## src/rtl/gui_icon_compositor.sv

```systemverilog
// Icon compositor: maps screen pixels into a sprite ROM window, overlays the
// sprite on the background and renders the special-move cooldown state.
module gui_icon_compositor #(
    parameter int SCREEN_W        = 96,
    parameter int SCREEN_H        = 64,
    parameter int COOLDOWN_FRAMES = 180,
    parameter int FLASH_FRAMES    = 32,
    parameter int FLASH_HALF      = 4
) (
    input  logic        clk,
    input  logic        rst_n,
    input  logic        frame_begin,
    input  logic        pix_req,
    input  logic [12:0] pixel_index,
    input  logic [15:0] bg_colour,
    input  logic [6:0]  icon_dx,
    input  logic [5:0]  icon_dy,
    input  logic        special_trigger,
    output logic [12:0] rom_index,
    input  logic [15:0] rom_colour,
    output logic [15:0] oled_colour,
    output logic        out_valid,
    output logic        special_ready
);

    localparam int CNT_MAX   = (COOLDOWN_FRAMES > FLASH_FRAMES) ? COOLDOWN_FRAMES : FLASH_FRAMES;
    localparam int CNT_W     = $clog2(CNT_MAX + 1);
    localparam int BLINK_BIT = $clog2(FLASH_HALF);

    localparam logic [CNT_W-1:0] COOL_INIT  = CNT_W'(COOLDOWN_FRAMES);
    localparam logic [CNT_W-1:0] FLASH_INIT = CNT_W'(FLASH_FRAMES);

    typedef enum logic [1:0] {
        ST_READY    = 2'd0,
        ST_COOLDOWN = 2'd1,
        ST_FLASH    = 2'd2
    } state_t;

    state_t           state;
    state_t           mode_lat;
    logic [CNT_W-1:0] cnt;
    logic [CNT_W-1:0] cnt_dec;
    logic             blink_vis;
    logic [6:0]       dx_lat;
    logic [5:0]       dy_lat;

    assign cnt_dec = cnt - CNT_W'(1);

    // mode_lat/blink_vis capture the state that holds for the coming frame,
    // so a trigger coinciding with frame_begin already renders as COOLDOWN.
    // NOTE: every register here uses <= so all of them see pre-edge values.
    always_ff @(posedge clk or negedge rst_n) begin
        if (!rst_n) begin
            state         <= ST_READY;
            mode_lat      <= ST_READY;
            cnt           <= '0;
            blink_vis     <= 1'b0;
            special_ready <= 1'b1;
            dx_lat        <= '0;
            dy_lat        <= '0;
        end else begin
            if (frame_begin) begin
                dx_lat <= icon_dx;
                dy_lat <= icon_dy;
            end
            case (state)
                ST_READY: begin
                    if (frame_begin)
                        mode_lat <= special_trigger ? ST_COOLDOWN : ST_READY;
                    if (special_trigger) begin
                        state         <= ST_COOLDOWN;
                        cnt           <= COOL_INIT;
                        special_ready <= 1'b0;
                    end
                end
                ST_COOLDOWN: begin
                    if (frame_begin) begin
                        if (cnt == CNT_W'(1)) begin
                            state     <= ST_FLASH;
                            cnt       <= FLASH_INIT;
                            mode_lat  <= ST_FLASH;
                            blink_vis <= FLASH_INIT[BLINK_BIT];
                        end else begin
                            cnt      <= cnt_dec;
                            mode_lat <= ST_COOLDOWN;
                        end
                    end
                end
                ST_FLASH: begin
                    if (frame_begin) begin
                        if (cnt == CNT_W'(1)) begin
                            state         <= ST_READY;
                            cnt           <= '0;
                            mode_lat      <= ST_READY;
                            special_ready <= 1'b1;
                        end else begin
                            cnt       <= cnt_dec;
                            mode_lat  <= ST_FLASH;
                            blink_vis <= cnt_dec[BLINK_BIT];
                        end
                    end
                end
                default: begin
                    state         <= ST_READY;
                    mode_lat      <= ST_READY;
                    cnt           <= '0;
                    special_ready <= 1'b1;
                end
            endcase
        end
    end

    // Stage 1: window translation. A pixel arriving with frame_begin uses
    // the offsets being latched in that same cycle.
    logic [6:0]  dx_eff;
    logic [5:0]  dy_eff;
    logic [12:0] px_x;
    logic [12:0] px_y;
    logic [13:0] lx;
    logic [13:0] ly;
    logic        in_win;
    logic [12:0] win_index;

    always_comb begin
        dx_eff    = frame_begin ? icon_dx : dx_lat;
        dy_eff    = frame_begin ? icon_dy : dy_lat;
        px_x      = pixel_index % 13'(SCREEN_W);
        px_y      = pixel_index / 13'(SCREEN_W);
        lx        = {1'b0, px_x} - {7'b0, dx_eff};
        ly        = {1'b0, px_y} - {8'b0, dy_eff};
        in_win    = !lx[13] && (lx < 14'(SCREEN_W)) && !ly[13] && (ly < 14'(SCREEN_H));
        win_index = ly[12:0] * 13'(SCREEN_W) + lx[12:0];
    end

    logic        s1_valid;
    logic        s1_in_win;
    logic [15:0] s1_bg;

    always_ff @(posedge clk or negedge rst_n) begin
        if (!rst_n) begin
            s1_valid  <= 1'b0;
            s1_in_win <= 1'b0;
            s1_bg     <= '0;
            rom_index <= '0;
        end else begin
            s1_valid <= pix_req;
            if (pix_req) begin
                s1_in_win <= in_win;
                s1_bg     <= bg_colour;
                rom_index <= in_win ? win_index : 13'd0;
            end
        end
    end

    // Stage 2: composite; COOLDOWN halves each RGB565 field.
    logic [15:0] fg;
    logic        draw;

    always_comb begin
        fg   = (mode_lat == ST_COOLDOWN)
             ? {1'b0, rom_colour[15:12], 1'b0, rom_colour[10:6], 1'b0, rom_colour[4:1]}
             : rom_colour;
        draw = s1_in_win && (rom_colour != 16'h0000)
            && !((mode_lat == ST_FLASH) && !blink_vis);
    end

    always_ff @(posedge clk or negedge rst_n) begin
        if (!rst_n) begin
            out_valid   <= 1'b0;
            oled_colour <= '0;
        end else begin
            out_valid <= s1_valid;
            if (s1_valid)
                oled_colour <= draw ? fg : s1_bg;
        end
    end

endmodule
```

## config.mk

```make
export PLATFORM = sky130hd
export DESIGN_NAME = gui_icon_compositor
export DESIGN_NICKNAME = d
export VERILOG_FILES = /design/src/rtl/gui_icon_compositor.sv
export SDC_FILE = /design/constraint.sdc
export NUM_CORES = 1
export LEC_CHECK = 0
export BUFFER_PORTS_ARGS = -buffer_cell sky130_fd_sc_hd__buf_2
export CAP_MARGIN = 20
export CORE_ASPECT_RATIO = 1.2
export CORE_MARGIN = 2
export CORE_UTILIZATION = 30
export DETAILED_ROUTE_END_ITERATION = 12
export GPL_ROUTABILITY_DRIVEN = 0
export GPL_TIMING_DRIVEN = 0
export MAX_ROUTING_LAYER = met4
export PLACE_DENSITY = 0.5
export SLEW_MARGIN = 40
export SYNTH_ARGS = -nofsm -noshare
export SYNTH_HDL_FRONTEND = slang
export SYNTH_SLANG_ARGS = --single-unit
```

## constraint.sdc

```tcl
create_clock -name clk -period 3.2 [get_ports clk]
set_input_delay 0.32 -clock clk [delete_from_list [all_inputs] [get_ports clk]]
set_output_delay 0.32 -clock clk [all_outputs]
set_load 0.005 [all_outputs]
```

==> results.sh, run 1 <==
export IMPL_path_cells="buf_8 -> or3b_4 -> o21a_4 -> mux2i_4 -> and2_4 -> nor3_2 -> a211o_1 -> o211ai_1 -> ha_2 -> fa_2 -> inv_2 -> ha_4 -> inv_2 -> fa_2 -> inv_2 -> ha_4 -> a21oi_4 -> o21ba_2 -> maj3_2 -> o21ai_2 -> xnor2_1 -> o22ai_2"
export IMPL_timing_final_crit_share=1.39
export IMPL_yosys_top_cells_area="dfrtp_1 35%, mux2_2 6.9%, ha_1 6.7%"
export IMPL_arrival_ns=4.64
export IMPL_holdPathEnd="s1_valid"
export IMPL_cts_sinks=75
export IMPL_dr_total_vias=4497
export IMPL_fin_tns_setup_ns=-10.21
export IMPL_io_pin_count=94
export IMPL_clkTransAtPathRegs_ns=0.06
export IMPL_ctsLongestPathBuffers=2
export IMPL_drv_cap=0
export IMPL_drtAntennaViolNets=0
export IMPL_hold_path_class="primary input to flip-flop"
export IMPL_critical_path_buf_inv_count=4
export IMPL_drc=0
export IMPL_yosys_warnings=0
export IMPL_crit_type="primary input to flip-flop"
export IMPL_overflow=0
export IMPL_synth_common_cells="74 x dfrtp_1, 49 x inv_1, 47 x nand2_1"
export IMPL_syn_inst=564
export IMPL_cts_max_level=3
export IMPL_post_synth_top_count_cell="dfrtp_1"
export IMPL_numCtsBuffers=9
export IMPL_rsz0062_at_grt="true"
export IMPL_initial_core_util=0.307
export IMPL_netlist_area_leader_share=0.355
export IMPL_areaGrowthSynthToFinish_pct=29.7
export IMPL_crit_top_cell="inv_2"
export IMPL_hold_start="pix_req"
export IMPL_r2r_end="rom_index[12]"
export IMPL_hpwl_um=10200
export IMPL_fp_dieArea_mm2=0.0185
export IMPL_cp_required_ns=3.39
export IMPL_ys_async_sr_fraction=1.00
export IMPL_utilization=0.399
export IMPL_synth_cell_types=69
export IMPL_worst_setup_path_start_kind="primary input"
export IMPL_synth_edff_count=0
export IMPL_cp_top_family="adder cells"
export IMPL_syn_area_mm2=0.00522
export IMPL_worstRegToRegCells=15
export IMPL_ys_seq_area_frac=0.360
export IMPL_clockRootBuffer="clkbuf_16"
export IMPL_wl_per_cell_um=14.8
export IMPL_tightest_slew_ns=0.695
export IMPL_die_h_um=148
export IMPL_clk_latency_ns=0.33
export IMPL_syn_mean_instance_area_um2=9.25
export IMPL_portBuffers=89
export IMPL_status="complete, but fails checks"
export IMPL_antenna_found_initial=0
export IMPL_grt_max_degree=43
export IMPL_p_per_area_mw_per_mm2=696
export IMPL_grt_usage=0.153
export IMPL_syn_nets=659
export IMPL_setup_violations=14
export IMPL_synth_top_area_cell="dfrtp_1"
export IMPL_nFillCells=1716
export IMPL_die_w_um=124
export IMPL_fin_crit_ns=4.45
export IMPL_rows=52
export IMPL_cp_max_fo=6
export IMPL_pre_cts_ws_ns=-2.03
export IMPL_p_leak_nw=3.12
export IMPL_r2r_start="dy_lat[0]"
export IMPL_end_kind="flip-flop"
export IMPL_slew_limit_headroom=0.536
export IMPL_first_global_vias=4684
export IMPL_worstHoldPathCells=1
export IMPL_core_area_mm2=0.0170
export IMPL_vias_per_cell=4.96
export IMPL_violations="setup timing"
export IMPL_slowest_delay_ns=0.52
export IMPL_hold_slack_ns=0.186
export IMPL_synth_seq_cells=75
export IMPL_grt_pass1_wl_um=22500
export IMPL_dr_first_iter_drc_count=233
export IMPL_slowest_stage="fa_2"
export IMPL_fmax_ghz=0.225
export IMPL_wl_um=13400
export IMPL_fin_skew_ns=0.00628
export IMPL_dr_pass1_iters=4
export IMPL_synth_ff_type="dfrtp_1"
export IMPL_num_antenna_cells=0
export IMPL_final_nets=781
export IMPL_fin_ws_ns=-1.25
export IMPL_report_final_slew_viol_count=0
export IMPL_hold_viol_final=0
export IMPL_drive_gt1_frac=0.352
export IMPL_cts_tree="built"
export IMPL_reg2reg_slack_ns=-0.39
export IMPL_peakVddDrop_mv=0.340
-- sequential cells by signal, indices dropped and copies added (netlist names), 2 cells and up --
signal and count:
mode_lat 2, rom_index 13, oled_colour 16, cnt 8, dx_lat 7, s1_bg 16, state 2, dy_lat 6
-- layer usage --
| metal | GRT usage | vias up | share of wire |
|---|---|---|---|
| met1 | 0.178 | 2168 | 0.43 |
| met4 | 0.0371 | 0 | 0.010 |
| met3 | 0.0345 | 12 | 0.037 |
| met5 | - | - | 0 |
| li1 | - | 2221 | - |
| met2 | 0.269 | 96 | 0.52 |
-- cell families after synthesis --
family / count (synthesis) / share of synthesized area
AOI/OAI and AO/OA: 145 / 0.192
muxes: 59 / 0.123
buffers and inverters: 82 / 0.0650
xor gates and xnor gates: 24 / 0.0403
adders and majority gates: 35 / 0.0885
DFF: 75 / 0.360
and+or+nand+nor: 144 / 0.132
-- where the power goes --
group	internal, mW	switching [mW]	leakage [nW]	total, mW
sequential	1.07	0.0810	0.904	1.16
combinational	1.32	1.28	2.09	2.59
clock	0.565	0.396	0.135	0.961
total	2.96	1.75	3.12	4.71
-- placed cells by master (no fill, tap or decap), drive strengths merged, types with 3 or more instances in the layout --
cell type and count:
a211o 5, a21o 8, a21oi 33, and3 4, buf 127, clkbuf 28, dfrtp 74, fa 4
ha 28, inv 49, maj3 3, mux2 32, mux2i 27, nand2 47, nand2b 11, nand3 6
nor2 36, nor2b 8, nor3 10, nor4 5, o211ai 5, o21a 6, o21ai 42, o21bai 3
o22a 4, o22ai 14, or2 3, or3 4, xnor2 17, xor2 7
-- worst register-to-register path, cell delays in order, from the launching register on --
cell and delay (ns):
dfrtp_1 0.35, mux2_2 0.29, ha_2 0.20, fa_2 0.36, buf_4 0.16, xnor2_4 0.16, inv_2 0.06, fa_2 0.57
inv_2 0.05, ha_4 0.28, a21oi_4 0.06, o21ba_2 0.19, maj3_2 0.34, o21ai_2 0.16, xnor2_1 0.15, o22ai_2 0.08
-- through the flow --
step / total power [mW] / area, um2 / instances
6_report: 4.71 / 6770 / 907
5_1_grt: 5.10 / 6770 / 907
2_1_floorplan: 2.96 / 5290 / 564
4_1_cts: 4.71 / 6620 / 905
3_5_place_dp: 3.42 / 6030 / 870
3_3_place_gp: 3.37 / 6010 / 869
-- worst max-delay path by stage --
stage	from	to	slack, ns	depth (start not counted)
after floorplan	pixel_index[9]	rom_index[12]	-1.29	22
after global placement	pixel_index[12]	rom_index[12]	-1.86	26
after detailed placement	pixel_index[12]	rom_index[12]	-2.03	26
after CTS	pixel_index[11]	rom_index[12]	-1.20	26
after global routing	pixel_index[11]	rom_index[12]	-1.39	26
final	pixel_index[11]	rom_index[12]	-1.25	22
-- area by class of cell --
type / instances / area [um2] / share of cell area
well taps: 216 / 270 / 0.0399
repair buffers: 111 / 652 / 0.0963
plain buffers: 33 / 203 / 0.0300
multi-input cells: 407 / 3300 / 0.487
flip-flops and latches: 75 / 1880 / 0.278
inverters: 49 / 186 / 0.0275
clock buffers: 12 / 256 / 0.0379
clock inverters: 4 / 25.0 / 0.00370
-- repair_timing --
item,4_1_cts,5_1_grt
resized for setup,35,34
hold buffers,1,0
buffers inserted,17,3
pin swaps,34,24
setup endpoints to repair,14,14
hold endpoints to repair,32,0
cloned,1,0
Power figures use the tool's default switching activity.
==> inputs of run 2 (changes only) <==
--- a/config.mk
+++ b/config.mk
@@ -5,16 +5,17 @@
 export SDC_FILE = /design/constraint.sdc
 export NUM_CORES = 1
 export LEC_CHECK = 0
+export ABC_AREA = 1
 export BUFFER_PORTS_ARGS = -buffer_cell sky130_fd_sc_hd__buf_2
 export CAP_MARGIN = 20
 export CORE_ASPECT_RATIO = 1.2
 export CORE_MARGIN = 2
-export CORE_UTILIZATION = 30
+export CORE_UTILIZATION = 50
 export DETAILED_ROUTE_END_ITERATION = 12
 export GPL_ROUTABILITY_DRIVEN = 0
 export GPL_TIMING_DRIVEN = 0
 export MAX_ROUTING_LAYER = met4
-export PLACE_DENSITY = 0.5
+export PLACE_DENSITY = 0.76
 export SLEW_MARGIN = 40
 export SYNTH_ARGS = -nofsm -noshare
 export SYNTH_HDL_FRONTEND = slang
==> run 2 against run 1 <==
  * The run still ends with setup timing left
  * Worst hold slack worse by 0.073 ns
  * Synthesized cell count is 11% higher
  * Worst setup slack better by 0.22 ns
  * Clock skew is 0.0019 ns higher
  * Sequential share of layout area is 1.3 points higher
  * Maximum frequency is 5.2% higher
  * Power is 19% higher
  * Via count is 8.2% higher
  * Cell count is 0.88% lower
  * Core utilization is 31 points higher
  * First-iteration DRC count is 0.86% higher
  * Routed wire length is 2.1% higher
  * Largest power group unchanged
  * Highest routed layer unchanged
==> results.sh, run 2 <==
export IMPL_grtUsageMet3=0.0421
export IMPL_crit_type="primary input to flip-flop"
export IMPL_layout_commonest_cell="nand2_1"
export IMPL_violations="setup timing"
export IMPL_overflow=0
export IMPL_fin_cells=899
export IMPL_synth_cell_types=41
export IMPL_dr_pass1_iters=7
export IMPL_syn_nets=719
export IMPL_drc=0
export IMPL_syn_area_mm2=0.00470
export IMPL_ys_async_sr_fraction=1.00
export IMPL_rsz0062_at_grt="true"
export IMPL_synth_top_area_cell="dfrtp_1"
export IMPL_yosys_warnings=0
export IMPL_clockRootBuffer="clkbuf_8"
export IMPL_report_final_slew_viol_count=0
export IMPL_fin_crit_ns=4.23
export IMPL_rows=38
export IMPL_place_inst=836
export IMPL_tightest_slew_ns=0.576
export IMPL_cp_max_fo=4
export IMPL_cts_max_level=3
export IMPL_wl_um=13700
export IMPL_yosys_top_cells_area="dfrtp_1 39%, nand2_1 15%, ha_1 7.5%"
export IMPL_core_area_mm2=0.00908
export IMPL_p_leak_nw=3.37
export IMPL_cp_required_ns=3.48
export IMPL_synth_ff_type="dfrtp_1"
export IMPL_final_cell_mix="173 x nand2_1, 87 x buf_2, 74 x dfrtp_1, 56 x inv_1, 51 x nor2_1"
export IMPL_cts_tree="built"
export IMPL_worstSetupEndpoint="rom_index[12]"
export IMPL_crit_start="pixel_index[12]"
export IMPL_reg_largest_list="oled_colour (16), s1_bg (16), rom_index (13)"
export IMPL_hold_slack_ns=0.114
export IMPL_dr_total_vias=4865
export IMPL_clk_latency_ns=0.36
export IMPL_busiest_layer="met2"
export IMPL_slowest_delay_ns=0.39
export IMPL_hold_path_class="primary input to flip-flop"
export IMPL_arrival_ns=4.51
export IMPL_fmax_ghz=0.237
export IMPL_drv_cap=0
export IMPL_synth_seq_cells=75
export IMPL_numCtsBuffers=9
export IMPL_wl_per_cell_um=15.2
export IMPL_grt_max_degree=53
export IMPL_grt_met1_usage=0.271
export IMPL_syn_mean_instance_area_um2=7.53
export IMPL_worstRegToRegCells=19
export IMPL_post_synth_top_count_cell="nand2_1"
export IMPL_worst_setup_path_start_kind="primary input"
export IMPL_io_pin_count=94
export IMPL_reg2reg_slack_ns=-0.51
export IMPL_fin_skew_ns=0.00821
export IMPL_hold_viol_final=0
export IMPL_syn_inst=624
export IMPL_gr_usage_met2=0.488
export IMPL_grt_usage=0.260
export IMPL_setup_violations=14
export IMPL_status="complete, but fails checks"
export IMPL_dr_first_iter_drc_count=235
export IMPL_num_antenna_cells=0
export IMPL_peakVddDrop_mv=0.487
export IMPL_first_global_vias=4659
export IMPL_die_w_um=92.5
export IMPL_slew_limit_headroom=0.613
export IMPL_drive_gt1_frac=0.352
export IMPL_vias_per_cell=5.41
export IMPL_end_kind="flip-flop"
export IMPL_netlist_area_leader_share=0.394
export IMPL_die_h_um=110
export IMPL_slowest_stage="ha_1"
export IMPL_clkTransAtPathRegs_ns=0.08
export IMPL_r2r_start="dy_lat[2]"
export IMPL_final_nets=869
export IMPL_cp_top_family="simple AND/OR/NAND/NOR gates"
export IMPL_fp_dieArea_mm2=0.0102
export IMPL_synth_common_cells="190 x nand2_1, 74 x dfrtp_1, 72 x inv_1"
export IMPL_p_total_mw=5.59
export IMPL_timing_final_crit_share=1.32
export IMPL_r2r_end="rom_index[12]"
export IMPL_grt_pass1_wl_um=20400
export IMPL_utilization=0.712
export IMPL_ctsLongestPathBuffers=2
export IMPL_portBuffers=91
export IMPL_hpwl_um=8890
export IMPL_ys_seq_area_frac=0.400
export IMPL_areaGrowthSynthToFinish_pct=37.6
export IMPL_synth_edff_count=0
export IMPL_initial_core_util=0.517
export IMPL_critical_path_buf_inv_count=4
export IMPL_nFillCells=705
export IMPL_cts_sinks=75
export IMPL_antenna_found_initial=0
export IMPL_cp_depth=32
export IMPL_p_per_area_mw_per_mm2=865
export IMPL_fin_ws_ns=-1.03
export IMPL_drtAntennaViolNets=0
run 2: power breakdown:
group	internal (mW)	switching, mW
registers	1.09	0.0994
clock network	0.460	0.376
logic	1.60	1.96
run 2: kinds of logic (layout without fill, tap and decap cells):
| family | Yosys count | count (layout) | synth area share |
|---|---|---|---|
| simple gates | 307 | 307 | 0.277 |
| compound gates | 97 | 97 | 0.122 |
| buf+inv | 95 | 250 | 0.0759 |
| flops | 75 | 75 | 0.400 |
| fa+ha+maj | 32 | 32 | 0.0916 |
| xor+xnor | 18 | 18 | 0.0336 |
run 2: worst min path at each step:
| stage | start | to | slack, ns | cells past startpoint |
|---|---|---|---|---|
| floorplan | rst_n | blink_vis | 0.02 | 0 |
| global placement | s1_valid | out_valid | 0.45 | 0 |
| detailed placement | rst_n | cnt[4] | 0.19 | 1 |
| CTS | pix_req | s1_valid | 0.09 | 1 |
| global route | pix_req | s1_valid | 0.09 | 1 |
| finish | pix_req | s1_valid | 0.11 | 1 |
run 2: area by class of cell:
class,count,area [um2],share of cell area
flip-flops and latches,75,1880,0.291
multi-input cells,454,2910,0.449
clock buffers,10,138,0.0213
inverters,79,333,0.0515
well taps,120,150,0.0232
repair buffers,139,911,0.141
clock inverters,6,88.8,0.0137
plain buffers,16,60.1,0.00929
run 2: worst reg2reg max path, delay by kind of cell (launching register included):
family                   cells  cell delay [ns]
AO/OA/AOI/OAI                6             1.21
XOR/XNOR                     2             0.30
adder cells (fa/ha/maj)      3             1.04
flip-flops                   1             0.37
AND/OR/NAND/NOR              8             0.74
run 2: repair_timing:
action,in CTS,in global routing
gates resized for setup,39,54
endpoints found under the setup margin,14,14
hold buffers,1,0
buffers inserted,39,12
endpoints found under the hold margin,22,0
pin swaps,40,38
cloned,0,0
run 2: per-layer routing:
metal | vias to the layer above | wire length, um
li1 | 2305 | -
met1 | 2327 | 4980
met2 | 180 | 7390
met3 | 53 | 721
met4 | 0 | 577
met5 | - | 0
run 2: metrics by stage:
step	instance area [um2]	worst slack, ns	setup TNS [ns]
2_1_floorplan	4870	-0.908	-5.24
6_report	6460	-1.03	-9.83
4_1_cts	6160	-0.885	-7.50
5_1_grt	6460	-1.24	-12.66
3_3_place_gp	5470	-1.39	-12.88
3_5_place_dp	5510	-1.52	-13.96
==> inputs of run 3 (changes only) <==
--- a/config.mk
+++ b/config.mk
@@ -10,12 +10,12 @@
 export CAP_MARGIN = 20
 export CORE_ASPECT_RATIO = 1.2
 export CORE_MARGIN = 2
-export CORE_UTILIZATION = 50
+export CORE_UTILIZATION = 55
 export DETAILED_ROUTE_END_ITERATION = 12
-export GPL_ROUTABILITY_DRIVEN = 0
 export GPL_TIMING_DRIVEN = 0
 export MAX_ROUTING_LAYER = met4
-export PLACE_DENSITY = 0.76
+export PLACE_DENSITY = 0.8
+export SKIP_LAST_GASP = 1
 export SLEW_MARGIN = 40
 export SYNTH_ARGS = -nofsm -noshare
 export SYNTH_HDL_FRONTEND = slang
==> constraint.sdc (replaced) <==
create_clock -name clk -period 4.2 [get_ports clk]
set_input_delay 0.42 -clock clk [delete_from_list [all_inputs] [get_ports clk]]
set_output_delay 0.42 -clock clk [all_outputs]
set_load 0.005 [all_outputs]
==> run 3 against run 2 <==
  * The flow still finishes with violations (setup timing)
  * Sequential share of layout area rose by 1.8 points
  * Combinational power fell by 38%
  * First-iteration DRC count fell by 32%
  * Design area fell by 5.8%
  * Core utilization rose by 3.1 points
  * Critical path type unchanged
==> results.sh, run 3 (synthesis gave the netlist of run 2 again) <==
export IMPL_status="complete, but fails checks"
export IMPL_violations="setup timing"
export IMPL_end_kind="flip-flop"
export IMPL_dr_pass1_iters=5
export IMPL_slowest_stage="fa_2"
export IMPL_antenna_found_initial=0
export IMPL_drtAntennaViolNets=0
export IMPL_numCtsBuffers=9
export IMPL_arrival_ns=4.59
export IMPL_drive_gt1_frac=0.298
export IMPL_fin_ws_ns=-0.157
export IMPL_ctsLongestPathBuffers=2
export IMPL_wl_um=12100
export IMPL_dr_first_iter_drc_count=160
export IMPL_critical_path_buf_inv_count=6
export IMPL_core_area_mm2=0.00820
export IMPL_vias_per_cell=5.29
export IMPL_setup_violations=2
export IMPL_final_cell_mix="178 x nand2_1, 87 x buf_2, 74 x dfrtp_1, 62 x inv_1, 54 x nor2_1"
export IMPL_fin_crit_ns=4.36
export IMPL_cp_top_family="simple AND/OR/NAND/NOR gates"
export IMPL_timing_final_crit_share=1.04
export IMPL_gp_congestion=0.962
export IMPL_die_w_um=88.4
export IMPL_hold_path_class="primary input to flip-flop"
export IMPL_cts_max_level=3
export IMPL_fmax_ghz=0.230
export IMPL_place_area_mm2=0.00546
export IMPL_layout_commonest_cell="nand2_1"
export IMPL_hpwl_um=8710
export IMPL_final_nets=844
export IMPL_p_per_area_mw_per_mm2=596
export IMPL_grt_usage=0.267
export IMPL_rsz0062_at_grt="true"
export IMPL_hold_viol_final=0
export IMPL_cp_required_ns=4.44
export IMPL_wl_per_cell_um=13.9
export IMPL_dr_total_vias=4596
export IMPL_fin_skew_ns=0.00615
export IMPL_portBuffers=91
export IMPL_slowest_delay_ns=0.42
export IMPL_stdcell_area_mm2=0.00609
export IMPL_clkTransAtPathRegs_ns=0.07
export IMPL_grt_pass1_wl_um=19400
export IMPL_overflow=0
export IMPL_io_pin_count=94
export IMPL_peakVddDrop_mv=0.492
export IMPL_drv_cap=0
export IMPL_grt_max_degree=43
export IMPL_p_leak_nw=3.18
export IMPL_cts_sinks=75
export IMPL_tightest_slew_ns=0.537
export IMPL_cts_tree="built"
export IMPL_nFillCells=622
export IMPL_areaGrowthSynthToFinish_pct=29.6
export IMPL_cp_max_fo=4
export IMPL_rows=36
export IMPL_clk_latency_ns=0.35
export IMPL_crit_top_cell="nand2_4"
export IMPL_crit_type="primary input to flip-flop"
export IMPL_die_h_um=105
export IMPL_first_global_vias=4533
export IMPL_slew_limit_headroom=0.639
export IMPL_clockRootBuffer="clkbuf_8"
export IMPL_initial_core_util=0.573
export IMPL_drc=0
export IMPL_utilization=0.743
export IMPL_worst_setup_path_start_kind="primary input"
export IMPL_report_final_slew_viol_count=0
export IMPL_reg_largest_list="oled_colour (16), s1_bg (16), rom_index (13)"
export IMPL_fp_dieArea_mm2=0.00930
export IMPL_num_antenna_cells=0
[run 3: changes by cell type in the layout (fill, tap and decap cells not counted), moves of 3 or more]
cell | previous run | this run
buf_4 | 38 | 19
buf_6 | 10 | 4
inv_1 | 56 | 62
o21ai_0 | 14 | 20
inv_2 | 17 | 12
nand2_1 | 173 | 178
nand3_4 | 7 | 2
o21ai_1 | 12 | 7
nand3_2 | 2 | 6
clkbuf_1 | 16 | 19
nand2_4 | 12 | 9
nor2_1 | 51 | 54
nor2_2 | 6 | 3
[run 3: layout make-up]
type | instances | area, um2 | share of cell area
clock inverters | 2 | 10.0 | 0.00164
multi-input cells | 454 | 2810 | 0.462
well taps | 114 | 143 | 0.0234
plain buffers | 16 | 60.1 | 0.00986
flip-flops and latches | 75 | 1880 | 0.308
inverters | 79 | 330 | 0.0542
repair buffers | 114 | 693 | 0.114
clock buffers | 14 | 163 | 0.0267
[run 3: final timing paths]
path,startpoint,depth (start not counted),slack (ns),end
setup / recovery,pixel_index[11],34,-0.16,rom_index[12]
hold / removal,pix_req,1,0.20,s1_valid
setup reg to reg,dy_lat[2],18,0.51,rom_index[12]
hold reg to reg,s1_bg[5],2,0.48,s1_bg[5]
max in group asynchronous,rst_n,3,3.15,oled_colour[6]
min in group asynchronous,rst_n,2,0.52,cnt[6]
[run 3: per-layer routing]
layer	vias to the layer above	part of all wire	GRT usage
met3	41	0.045	0.0407
met2	136	0.53	0.461
li1	2254	-	-
met5	-	0	-
met1	2165	0.39	0.298
met4	0	0.031	0.123
[run 3: repair_timing]
item / CTS / global route
hold buffers: 1 / 0
pin swaps: 15 / 39
endpoints found under the hold margin: 32 / 0
gates resized for setup: 18 / 49
setup buffers: 14 / 8
setup endpoints to repair: 5 / 13
[run 3: through the flow]
stage               setup TNS, ns  cells  hold WS [ns]  setup WS, ns  power (mW)
global route                -1.02    868         0.191        -0.385        3.91
detailed placement          -4.02    830         0.330        -0.714        2.68
floorplan                 -0.0952    624         0.124       -0.0683        2.30
finish                     -0.176    868         0.197        -0.157        3.63
global placement            -2.68    829         0.454        -0.580        2.59
CTS                             0    861         0.183       0.00705        3.36
[run 3: power breakdown]
part	switching, mW	leakage [nW]	internal [mW]
Sequential	0.0771	0.915	0.833
Clock	0.256	0.0905	0.246
Combinational	1.26	2.18	0.955
